[config.mk]
export PLATFORM = sky130hd
export DESIGN_NAME = fetch_queue
export DESIGN_NICKNAME = d
export VERILOG_FILES = /design/src/rtl/common.sv /design/src/rtl/fetch_queue.sv
export SDC_FILE = /design/constraint.sdc
export NUM_CORES = 1
export LEC_CHECK = 0
export ABC_AREA = 1
export CAP_MARGIN = 5
export CORE_MARGIN = 2
export CORE_UTILIZATION = 35
export CTS_CLUSTER_SIZE = 24
export DETAILED_ROUTE_END_ITERATION = 10
export GPL_TIMING_DRIVEN = 0
export MAX_ROUTING_LAYER = met4
export PLACE_DENSITY = 0.6
export RECOVER_POWER = 100
export SYNTH_ARGS = -nofsm -noshare
export SYNTH_HDL_FRONTEND = slang
export SYNTH_SLANG_ARGS = --single-unit
[constraint.sdc]
create_clock -name clk -period 11.59 [get_ports clk]
set_input_delay 2.318 -clock clk [delete_from_list [all_inputs] [get_ports clk]]
set_output_delay 2.318 -clock clk [all_outputs]
set_load 0.02 [all_outputs]
[src/rtl/common.sv]
// Shared pipeline types used across the core front end.
package common;

    typedef logic        bool;
    typedef logic [31:0] inst_t;
    typedef logic [31:0] addr_t;

    typedef struct packed {
        inst_t inst;
        addr_t pc;
    } fetch_entry_t;

endpackage

[src/rtl/fetch_queue.sv]
// Instruction queue between fetch and decode, with flush handling that
// also discards the stale response of a fetch still in flight.
module fetch_queue
    import common::*;
#(
    parameter int unsigned DEPTH = 4
) (
    input  logic                       clk,
    input  logic                       rst,
    input  bool                        in_valid,
    input  inst_t                      in_inst,
    input  addr_t                      in_pc,
    input  bool                        fetch_awaiting,
    input  bool                        flush,
    output bool                        out_valid,
    output inst_t                      out_inst,
    output addr_t                      out_pc,
    input  bool                        out_ready,
    output bool                        almost_full,
    output logic [$clog2(DEPTH+1)-1:0] count,
    output bool                        overflow
);

    localparam int unsigned PtrW = $clog2(DEPTH);
    localparam int unsigned CntW = $clog2(DEPTH + 1);

    typedef enum logic [0:0] {StRun, StDrain} state_e;

    state_e          state_q;
    fetch_entry_t    mem_q [DEPTH];
    logic [PtrW-1:0] rd_ptr_q;
    logic [PtrW-1:0] wr_ptr_q;
    logic [CntW-1:0] count_q;
    bool             overflow_q;

    bool full;
    bool pop;
    bool push;
    bool drop;

    assign full      = (count_q == CntW'(DEPTH));
    assign out_valid = (count_q != '0);
    // Pop is gated by flush here so the datapath never advances in a flush cycle.
    assign pop       = out_valid & out_ready & ~flush;
    assign push      = in_valid & ~flush & (state_q == StRun) & (~full | pop);
    assign drop      = in_valid & ~flush & (state_q == StRun) & full & ~pop;

    assign out_inst    = mem_q[rd_ptr_q].inst;
    assign out_pc      = mem_q[rd_ptr_q].pc;
    assign almost_full = (count_q >= CntW'(DEPTH - 1));
    assign count       = count_q;
    assign overflow    = overflow_q;

    always_ff @(posedge clk) begin
        if (!rst) begin
            state_q    <= StRun;
            rd_ptr_q   <= '0;
            wr_ptr_q   <= '0;
            count_q    <= '0;
            overflow_q <= 1'b0;
            for (int i = 0; i < int'(DEPTH); i++) begin
                mem_q[i] <= '0;
            end
        end else if (flush) begin
            rd_ptr_q <= '0;
            wr_ptr_q <= '0;
            count_q  <= '0;
            // An outstanding request will still return; its data must be swallowed.
            state_q  <= fetch_awaiting ? StDrain : StRun;
        end else begin
            if (push) begin
                mem_q[wr_ptr_q] <= '{inst: in_inst, pc: in_pc};
                wr_ptr_q        <= wr_ptr_q + PtrW'(1);
            end
            if (pop) begin
                rd_ptr_q <= rd_ptr_q + PtrW'(1);
            end
            count_q <= count_q + CntW'(push) - CntW'(pop);
            if (drop) begin
                overflow_q <= 1'b1;
            end
            if (state_q == StDrain && in_valid) begin
                state_q <= StRun;
            end
        end
    end

endmodule
==> results of run 1 <==
-- final cells by class --
| type | count | share of cell area (%) |
|---|---|---|
| Buffer | 83 | 2.217 |
| Clock buffer | 41 | 5.437 |
| Clock inverter | 12 | 0.9854 |
| Inverter | 144 | 3.670 |
| Multi-Input combinational cell | 625 | 20.34 |
| Sequential cell | 267 | 53.69 |
| Tap cell | 448 | 3.806 |
| Timing Repair Buffer | 151 | 9.862 |
-- flip-flops by register name, summed over array words and instances, names as in the netlist, named ones only --
signal	count
mem_q	256
count	3
rd_ptr_q	2
wr_ptr_q	2
overflow	1
state_q	1
-- metal layers --
layer / vias up / GRT usage, %
met2: 274 / 31.56
li1: 4218 / -
met3: 37 / 2.552
met4: 0 / 3.275
met1: 4266 / 26.05
met5: - / -
-- how the worst min path moves through the flow --
stage / from / to / slack [ns] / cells past startpoint
after floorplan: rd_ptr_q[1]$_SDFFE_PP0P_ / flip-flop / 0.47 / 2
after global placement: overflow$_SDFFE_PN0P_ / overflow$_SDFFE_PN0P_ / 0.46 / 2
after detailed placement: overflow$_SDFFE_PN0P_ / overflow$_SDFFE_PN0P_ / 0.46 / 2
after CTS: overflow$_SDFFE_PN0P_ / overflow$_SDFFE_PN0P_ / 0.48 / 2
after global routing: overflow$_SDFFE_PN0P_ / overflow$_SDFFE_PN0P_ / 0.50 / 2
final: overflow$_SDFFE_PN0P_ / overflow$_SDFFE_PN0P_ / 0.47 / 2
-- synthesized netlist by cell type (all sizes together) --
library cell and instances:
dfxtp 11, nor3 128, edfxtp 256, fa 1, nand3 2, clkinv 1
o22ai 64, nor2 202, xnor2 1, xor2 1, inv 143, nand2 80
clkbuf 49, a21oi 5, nand4 2, ha 2, buf 34, o21ai 137
-- power breakdown --
part	switching, uW	total (uW)	internal [uW]
Clock	380	927	547
Combinational	109	170	60.9
Sequential	10.7	1110	1100
Total	499	2210	1710
-- per-stage QoR --
stage                     utilization (%)  instances  setup TNS [ns]
after detailed placement            42.47       1718               0
after CTS                           45.29       1771               0
after global routing                43.93       1771               0
after global placement              41.44       1706         -208.55
final                               43.93       1771               0
after floorplan                         -       1119               0
-- critical path, delay by kind of cell --
kind,cells,cell delay (ns)
AND/OR/NAND/NOR,3,0.44
AO/OA/AOI/OAI,1,2.52
buffers and inverters,5,2.61
-- kinds of logic (layout without fill, tap and decap cells) --
logic type / after synthesis / in the layout / synth area share, %
AO/OA/AOI/OAI: 206 / 206 / 9.301
XOR/XNOR: 2 / 2 / 0.1467
adder cells (fa/ha/maj): 3 / 3 / 0.3771
buffers and inverters: 227 / 431 / 7.971
AND/OR/NAND/NOR: 414 / 414 / 16.00
flip-flops: 267 / 267 / 66.20
==> flow_summary.json, run 1 <==
{
  "min_period_ns": 7.693,
  "critPathCaptureType": "flip-flop",
  "topRoutingLayerUsed": "met4",
  "antenna_found_initial": 0,
  "r2r_start": "count[1]$_SDFF_PP0_",
  "syn_nets": 1192,
  "wl_met1_mm": 14.88,
  "pin_count": 140,
  "path_max_fanout": 24,
  "hold_viol": 0,
  "portBuffers": 139,
  "max_stage_delay_ns": 2.52,
  "wl_met3_mm": 2.087,
  "grt_first_pass_wirelength_mm": 51.28,
  "num_rows": 67,
  "status": "complete, but fails checks",
  "required_ns": 11.83,
  "setup_slack_ns": 3.897,
  "layout_common_cells": "256 x edfxtp_1, 201 x nor2_1, 143 x inv_1",
  "cts_buffers": 29,
  "layout.cells.most_common": "edfxtp_1",
  "clock_sinks": 267,
  "rsz0062_at_grt": "no",
  "fin_worst_skew_ns": 0.009397,
  "n_antenna_cell": 0,
  "synth_area_leaders": "edfxtp_1 64%, nor2_1 6.3%, o21ai_0 5.7%",
  "die_w_um": 188.7,
  "drt-total-wl_mm": 33.51,
  "period_share_pct": 66.37,
  "endpoint": "mem_q[0][33]$_SDFFCE_PN0P_",
  "synth_area_leader_cell": "edfxtp_1",
  "grt_max_degree": 25,
  "synthCells": 1119,
  "clk_path_buf_depth": 3,
  "cts_tree": "built",
  "drc": 0,
  "die_h_um": 188.7,
  "placed_area_um2": 14240,
  "dr.pass1.iters": 5,
  "gp_congestion": 0.7661,
  "fin_nets": 1374,
  "worstSetupPathType": "input pin to flip-flop",
  "vias": 8795,
  "dp_hpwl_mm": 21.77,
  "drv_cap": 6,
  "worstPathArrival_ns": 7.93,
  "setup_viol": 0,
  "via_per_inst": 4.966,
  "avgSynthCellArea_um2": 10.67,
  "power.density_nw_per_um2": 149.9,
  "cpMaxStageDelayCell": "o21ai_0",
  "root_buffer": "clkbuf_16",
  "cp_common_cell": "clkbuf_1",
  "ant_nets": 0,
  "h-tree-depth": 1,
  "dp_slack_ns": 6.350,
  "drt-initial-drc-count": 722,
  "crit_chain": "dlygate4sd3_1, inv_1, nand2_1, nand3_1, nand4_1, clkbuf_1, o21ai_0, clkbuf_1, buf_12",
  "worstRegToRegCells": 7,
  "yosysSeqAreaShare_pct": 66.20,
  "reg2reg_to": "mem_q[0][33]$_SDFFCE_PN0P_",
  "yosys_register_bits": 267,
  "nFillCells": 3264,
  "netlist_area_um2": 11950,
  "hp-class": "flip-flop to flip-flop",
  "wl_met2_mm": 15.99,
  "yosysTopAreaCellShare_pct": 64.36,
  "report.final.slew_viol_count": 100,
  "start_util_pct": 35.62,
  "power_uw": 2208,
  "yosysUniqueCellTypes": 28,
  "clock_latency_ns": 0.54,
  "max_slew_margin_pct": -122.3,
  "grt_overflow": 0,
  "holdBufCountCts": 0,
  "timing.fmax_ghz": 0.1300,
  "grtUsageTotal_pct": 19.27,
  "p_leak_uw": 0.005909,
  "regArea_um2": 7908,
  "path_clk_slew_ns": 0.06,
  "areaGrowthSynthToFinish_pct": 23.31,
  "avgRoutedWirePerCell_um": 18.92,
  "failed_checks": "capacitance limit, slew limit",
  "cts_setup_buffers": 0,
  "multi_input_area_um2": 2995,
  "reg2reg_slack_ns": 5.92,
  "whs_ns": 0.4706,
  "post_cts_resized": 0,
  "grt_pass1_vias": 8909,
  "crit_start": "flush",
  "fin_area_um2": 14730,
  "worstMarginPinSlew_ns": 3.299,
  "yosys_warnings": 0,
  "drive_gt1_share_pct": 5.593,
  "crit_path_start_kind": "input pin",
  "dieArea_um2": 35620,
  "core_um2": 33530,
  "peakVddDrop_v": 0.00009632
}
(Power assumes the default switching activity.)
==> run 2, diff against run 1 <==
- PLACE_DENSITY: 0.6 -> 0.62
- clock period: 11.59 -> 6.28 ns (I/O delays scaled with it)
==> run 2 against run 1 <==
Compared with the run above:
- the flow still finishes with violations (capacitance limit, slew limit)
- global-route usage shrank 0.24 points
- setup slack lost 2.6 ns
- non-clock buffer count shrank 1
- via count grew 0.33%
- first-iteration DRC count grew 11%
- largest power group unchanged
==> flow_summary.json, run 2 (same netlist as run 1, synthesis figures left out) <==
{
  "status": "complete, but fails checks",
  "failed_checks": "capacitance limit, slew limit",
  "gp_congestion": 0.7715,
  "clk_path_buf_depth": 3,
  "largest_register_ffs": 256,
  "grt_first_pass_wirelength_mm": 50.59,
  "path_buf_inv": 4,
  "report.final.slew_viol_count": 56,
  "setup_slack_ns": 1.326,
  "post_cts_resized": 0,
  "num_rows": 67,
  "max_stage_delay_ns": 2.35,
  "hold_viol": 0,
  "fin_nets": 1374,
  "n_antenna_cell": 0,
  "rsz0062_at_grt": "no",
  "ant_nets": 0,
  "fin_worst_skew_ns": 0.008960,
  "grtUsageTotal_pct": 19.02,
  "dr.pass1.iters": 5,
  "hp-class": "flip-flop to flip-flop",
  "grt_overflow": 0,
  "cts_setup_buffers": 0,
  "drt-initial-drc-count": 803,
  "pin_count": 140,
  "die_h_um": 188.7,
  "nFillCells": 3256,
  "period_share_pct": 78.89,
  "antenna_found_initial": 0,
  "die_w_um": 188.7,
  "path_delay_family": "compound AO/OA/AOI/OAI gates",
  "path_max_fanout": 18,
  "grt_max_degree": 25,
  "areaGrowthSynthToFinish_pct": 24.61,
  "worstSetupPathType": "input pin to flip-flop",
  "required_ns": 6.53,
  "cts_tree": "built",
  "start_util_pct": 35.62,
  "placed_area_um2": 14210,
  "fin_area_um2": 14890,
  "crit_path_start_kind": "input pin",
  "drive_gt1_share_pct": 5.589,
  "vias": 8824,
  "max_slew_margin_pct": -109.4,
  "path_clk_slew_ns": 0.06,
  "drv_cap": 4,
  "clock_latency_ns": 0.54,
  "cts_buffers": 30,
  "portBuffers": 139,
  "drc": 0,
  "via_per_inst": 4.980,
  "h-tree-depth": 1,
  "holdBufCountCts": 0,
  "power.density_nw_per_um2": 280.9,
  "layout_common_cells": "256 x edfxtp_1, 201 x nor2_1, 143 x inv_1",
  "critPathCaptureType": "flip-flop",
  "final_core_util_pct": 44.39,
  "min_period_ns": 4.954,
  "crit_chain": "dlygate4sd3_1, inv_1, nand2_1, nand3_1, nand2_1, o21ai_0, buf_16, buf_16",
  "layout.cells.most_common": "edfxtp_1",
  "dp_slack_ns": 2.134,
  "dieArea_um2": 35620,
  "peakVddDrop_v": 0.0002352,
  "avgRoutedWirePerCell_um": 18.70,
  "clock_sinks": 267,
  "timing.fmax_ghz": 0.2019,
  "p_leak_uw": 0.005988,
  "regMostFlops": "mem_q",
  "worstMarginPinSlew_ns": 3.108,
  "setup_viol": 0,
  "core_um2": 33530,
  "worstPathArrival_ns": 5.21,
  "drt-total-wl_mm": 33.13,
  "grt_pass1_vias": 8894,
  "dp_hpwl_mm": 21.53,
  "cpMaxStageDelayCell": "o21ai_0",
  "root_buffer": "clkbuf_16"
}
## run 2: cell types whose count changed in the layout (fill, tap and decap cells not counted), sizes merged, moves of 2 or more
cell / change
dlygate4sd3: -2
clkbuf: -7
buf: +3
clkdlybuf4s50: +2
clkinv: +6
clkinvlp: -2
## run 2: area by class of cell
cell class                 instances  area [um2]  share of cell area [%]
clock buffer                      38       832.0                   5.590
inverter                         144       540.5                   3.631
multi-input combinational        625        2967                   19.93
tap                              448       560.5                   3.766
buffer                            83       324.1                   2.177
timing repair buffer             150        1560                   10.48
clock inverter                    17       193.9                   1.303
sequential                       267        7908                   53.12
## run 2: layer usage
layer  global-route usage (%)  share of wire (%)  up-vias
met3                    2.645                6.8       59
li1                         -                  -     4213
met4                    4.477                2.3        0
met5                        -                  0        -
met2                    31.39                 48      314
met1                    24.94                 43     4238
## run 2: worst paths after layout
check / start / cells past startpoint / slack [ns] / to
max: flush / 8 / 1.33 / mem_q[1][36]$_SDFFCE_PN0P_
min: overflow$_SDFFE_PN0P_ / 2 / 0.46 / overflow$_SDFFE_PN0P_
max reg2reg: count[1]$_SDFF_PP0_ / 6 / 2.33 / mem_q[1][36]$_SDFFCE_PN0P_
min reg2reg: overflow$_SDFFE_PN0P_ / 2 / 0.46 / overflow$_SDFFE_PN0P_
## run 2: stage by stage
step	TNS [ns]	hold WS, ns	power, uW	cells
floorplan	-76.60	0.4711	2252	1119
global placement	-823.47	0.4587	2434	1706
detailed placement	0	0.4570	2442	1717
CTS	0	0.4690	4235	1772
global route	0	0.4958	4304	1772
finish	0	0.4644	4181	1772
## run 2: power by group
part | internal, uW | switching (uW) | total, uW
clock | 1100 | 712 | 1810
sequential | 2030 | 19.6 | 2050
combinational | 121 | 201 | 323
total | 3250 | 933 | 4180
## run 2: tightest hold or removal path, stage by stage, from the launching register on
cell     delay, ns
dfxtp_1       0.32
inv_1         0.05
a21oi_1       0.05
==> run 3, diff against run 2 <==
- PLACE_DENSITY: 0.62 -> 0.6
- clock period: 6.28 -> 4.7 ns (I/O delays scaled with it)
==> run 3 against run 2 <==
Compared with the run above:
- the run still ends with capacitance limit, slew limit left
- via count shrank 0.61%
- largest cell class unchanged
- setup slack got worse by 0.93 ns
- die area unchanged
- clock skew increased by 0.0020 ns
- design area is 0.37% lower
- sequential power increased by 34%
- critical endpoint is now out_pc[12]
- first-iteration DRC count is 10% lower
- combinational power increased by 32%
- core utilization decreased by 0.16 points
- critical path type is now flip-flop to output pin
- wire length down 2.3%
- clock power rose by 30%
- largest power group unchanged
- power increased by 32%
==> flow_summary.json, run 3 (same netlist as run 1, synthesis figures left out) <==
{
  "p_switching_uw": 1219,
  "portBuffers": 139,
  "worstMarginPinSlew_ns": 2.121,
  "rsz0062_at_grt": "no",
  "areaGrowthSynthToFinish_pct": 24.15,
  "gp_congestion": 0.7858,
  "peakVddDrop_v": 0.0002289,
  "start_util_pct": 35.62,
  "hold_viol": 0,
  "drive_gt1_share_pct": 5.593,
  "report.final.slew_viol_count": 24,
  "grt_overflow": 0,
  "pin_count": 140,
  "p_int_uw": 4298,
  "dr.pass1.iters": 5,
  "grt_pass1_vias": 8986,
  "dieArea_um2": 35620,
  "core_um2": 33530,
  "drt-total-wl_mm": 32.38,
  "multi_input_area_um2": 2973,
  "die_h_um": 188.7,
  "final_core_util_pct": 44.23,
  "cts_setup_buffers": 0,
  "combPwrFrac_pct": 7.7,
  "post_cts_resized": 0,
  "regArea_um2": 7908,
  "hp-class": "flip-flop to flip-flop",
  "layout_common_cells": "256 x edfxtp_1, 201 x nor2_1, 143 x inv_1",
  "ant_nets": 0,
  "avgRoutedWirePerCell_um": 18.27,
  "drc": 0,
  "min_period_ns": 4.307,
  "clk_path_buf_depth": 3,
  "swShare_pct": 22.10,
  "vias": 8770,
  "p_clk_share_pct": 42.6,
  "cts_buffers": 30,
  "grt_max_degree": 26,
  "p_seq_share_pct": 49.6,
  "antenna_found_initial": 1,
  "holdBufCountCts": 0,
  "power.density_nw_per_um2": 372.0,
  "cts_tree": "built",
  "fin_cells": 1772,
  "period_share_pct": 91.65,
  "timing.fmax_ghz": 0.2322,
  "status": "complete, but fails checks",
  "nFillCells": 3243,
  "h-tree-depth": 1,
  "clock_latency_ns": 0.55,
  "grt_first_pass_wirelength_mm": 50.10,
  "grtUsageTotal_pct": 18.67,
  "setup_viol": 0,
  "dp_hpwl_mm": 21.53,
  "num_rows": 67,
  "required_ns": 3.76,
  "crit_path_start_kind": "flip-flop",
  "drv_cap": 2,
  "worstSetupPathType": "flip-flop to output pin",
  "worstPathArrival_ns": 3.37,
  "failed_checks": "capacitance limit, slew limit",
  "root_buffer": "clkbuf_16",
  "drt-initial-drc-count": 719,
  "dp_cells": 1715,
  "clock_sinks": 267,
  "path_clk_slew_ns": 0.06,
  "largest_register_ffs": 256,
  "layout.cells.most_common": "edfxtp_1",
  "critPathCaptureType": "output pin",
  "die_w_um": 188.7,
  "max_slew_margin_pct": -42.32,
  "fin_worst_skew_ns": 0.01092,
  "path_max_fanout": 10,
  "fin_nets": 1372,
  "via_per_inst": 4.949,
  "regMostFlops": "mem_q",
  "p_leak_uw": 0.005964
}
run 3: power groups by stage:
| stage | sequential [uW] | clock [uW] | combinational, uW |
|---|---|---|---|
| floorplan | 2790 | 0 | 213 |
| global placement | 2810 | 0 | 436 |
| detailed placement | 2790 | 0 | 467 |
| CTS | 2740 | 2390 | 469 |
| global route | 2750 | 2480 | 461 |
| finish | 2740 | 2350 | 427 |
run 3: final timing paths:
path | from | endpoint | slack, ns | depth (start not counted)
setup / recovery | flip-flop | out_pc[12] | 0.39 | 7
hold / removal | overflow$_SDFFE_PN0P_ | overflow$_SDFFE_PN0P_ | 0.46 | 2
setup reg to reg | count[1]$_SDFF_PP0_ | mem_q[0][26]$_SDFFCE_PN0P_ | 1.19 | 6
hold reg to reg | overflow$_SDFFE_PN0P_ | overflow$_SDFFE_PN0P_ | 0.46 | 2
run 3: layout make-up:
class / instances / share of cell area, %
multi-input cells: 625 / 20.05
clock buffers: 42 / 5.509
well taps: 448 / 3.780
flip-flops and latches: 267 / 53.32
repair buffers: 148 / 10.34
clock inverters: 14 / 1.139
diodes: 1 / 0.01687
plain buffers: 83 / 2.202
inverters: 144 / 3.645
run 3: worst max-delay path, stage by stage, from the launching register on:
cell,delay (ns)
dfxtp_1,0.33
clkbuf_1,0.32
inv_1,0.15
buf_2,0.29
clkbuf_1,0.47
o21ai_0,0.21
o22ai_1,0.32
dlygate4sd3_1,0.73
run 3: layer usage:
layer / vias to the layer above / track usage [%] / part of all wire, %
li1: 4213 / - / -
met1: 4266 / 24.53 / 44
met2: 236 / 30.51 / 48
met3: 55 / 2.403 / 4.9
met4: 0 / 5.198 / 2.5
met5: - / - / 0
run 3: metrics by stage:
step | hold slack [ns] | cell area, um2 | power, uW | TNS [ns] | setup WS, ns
floorplan | 0.4711 | 11950 | 3005 | -219.47 | -1.715
global placement | 0.4601 | 13900 | 3244 | -873.95 | -6.269
detailed placement | 0.4587 | 14150 | 3254 | 0 | 1.035
CTS | 0.4681 | 15140 | 5592 | 0 | 0.5584
global route | 0.4966 | 14830 | 5689 | 0 | 0.2294
finish | 0.4650 | 14830 | 5517 | 0 | 0.3926
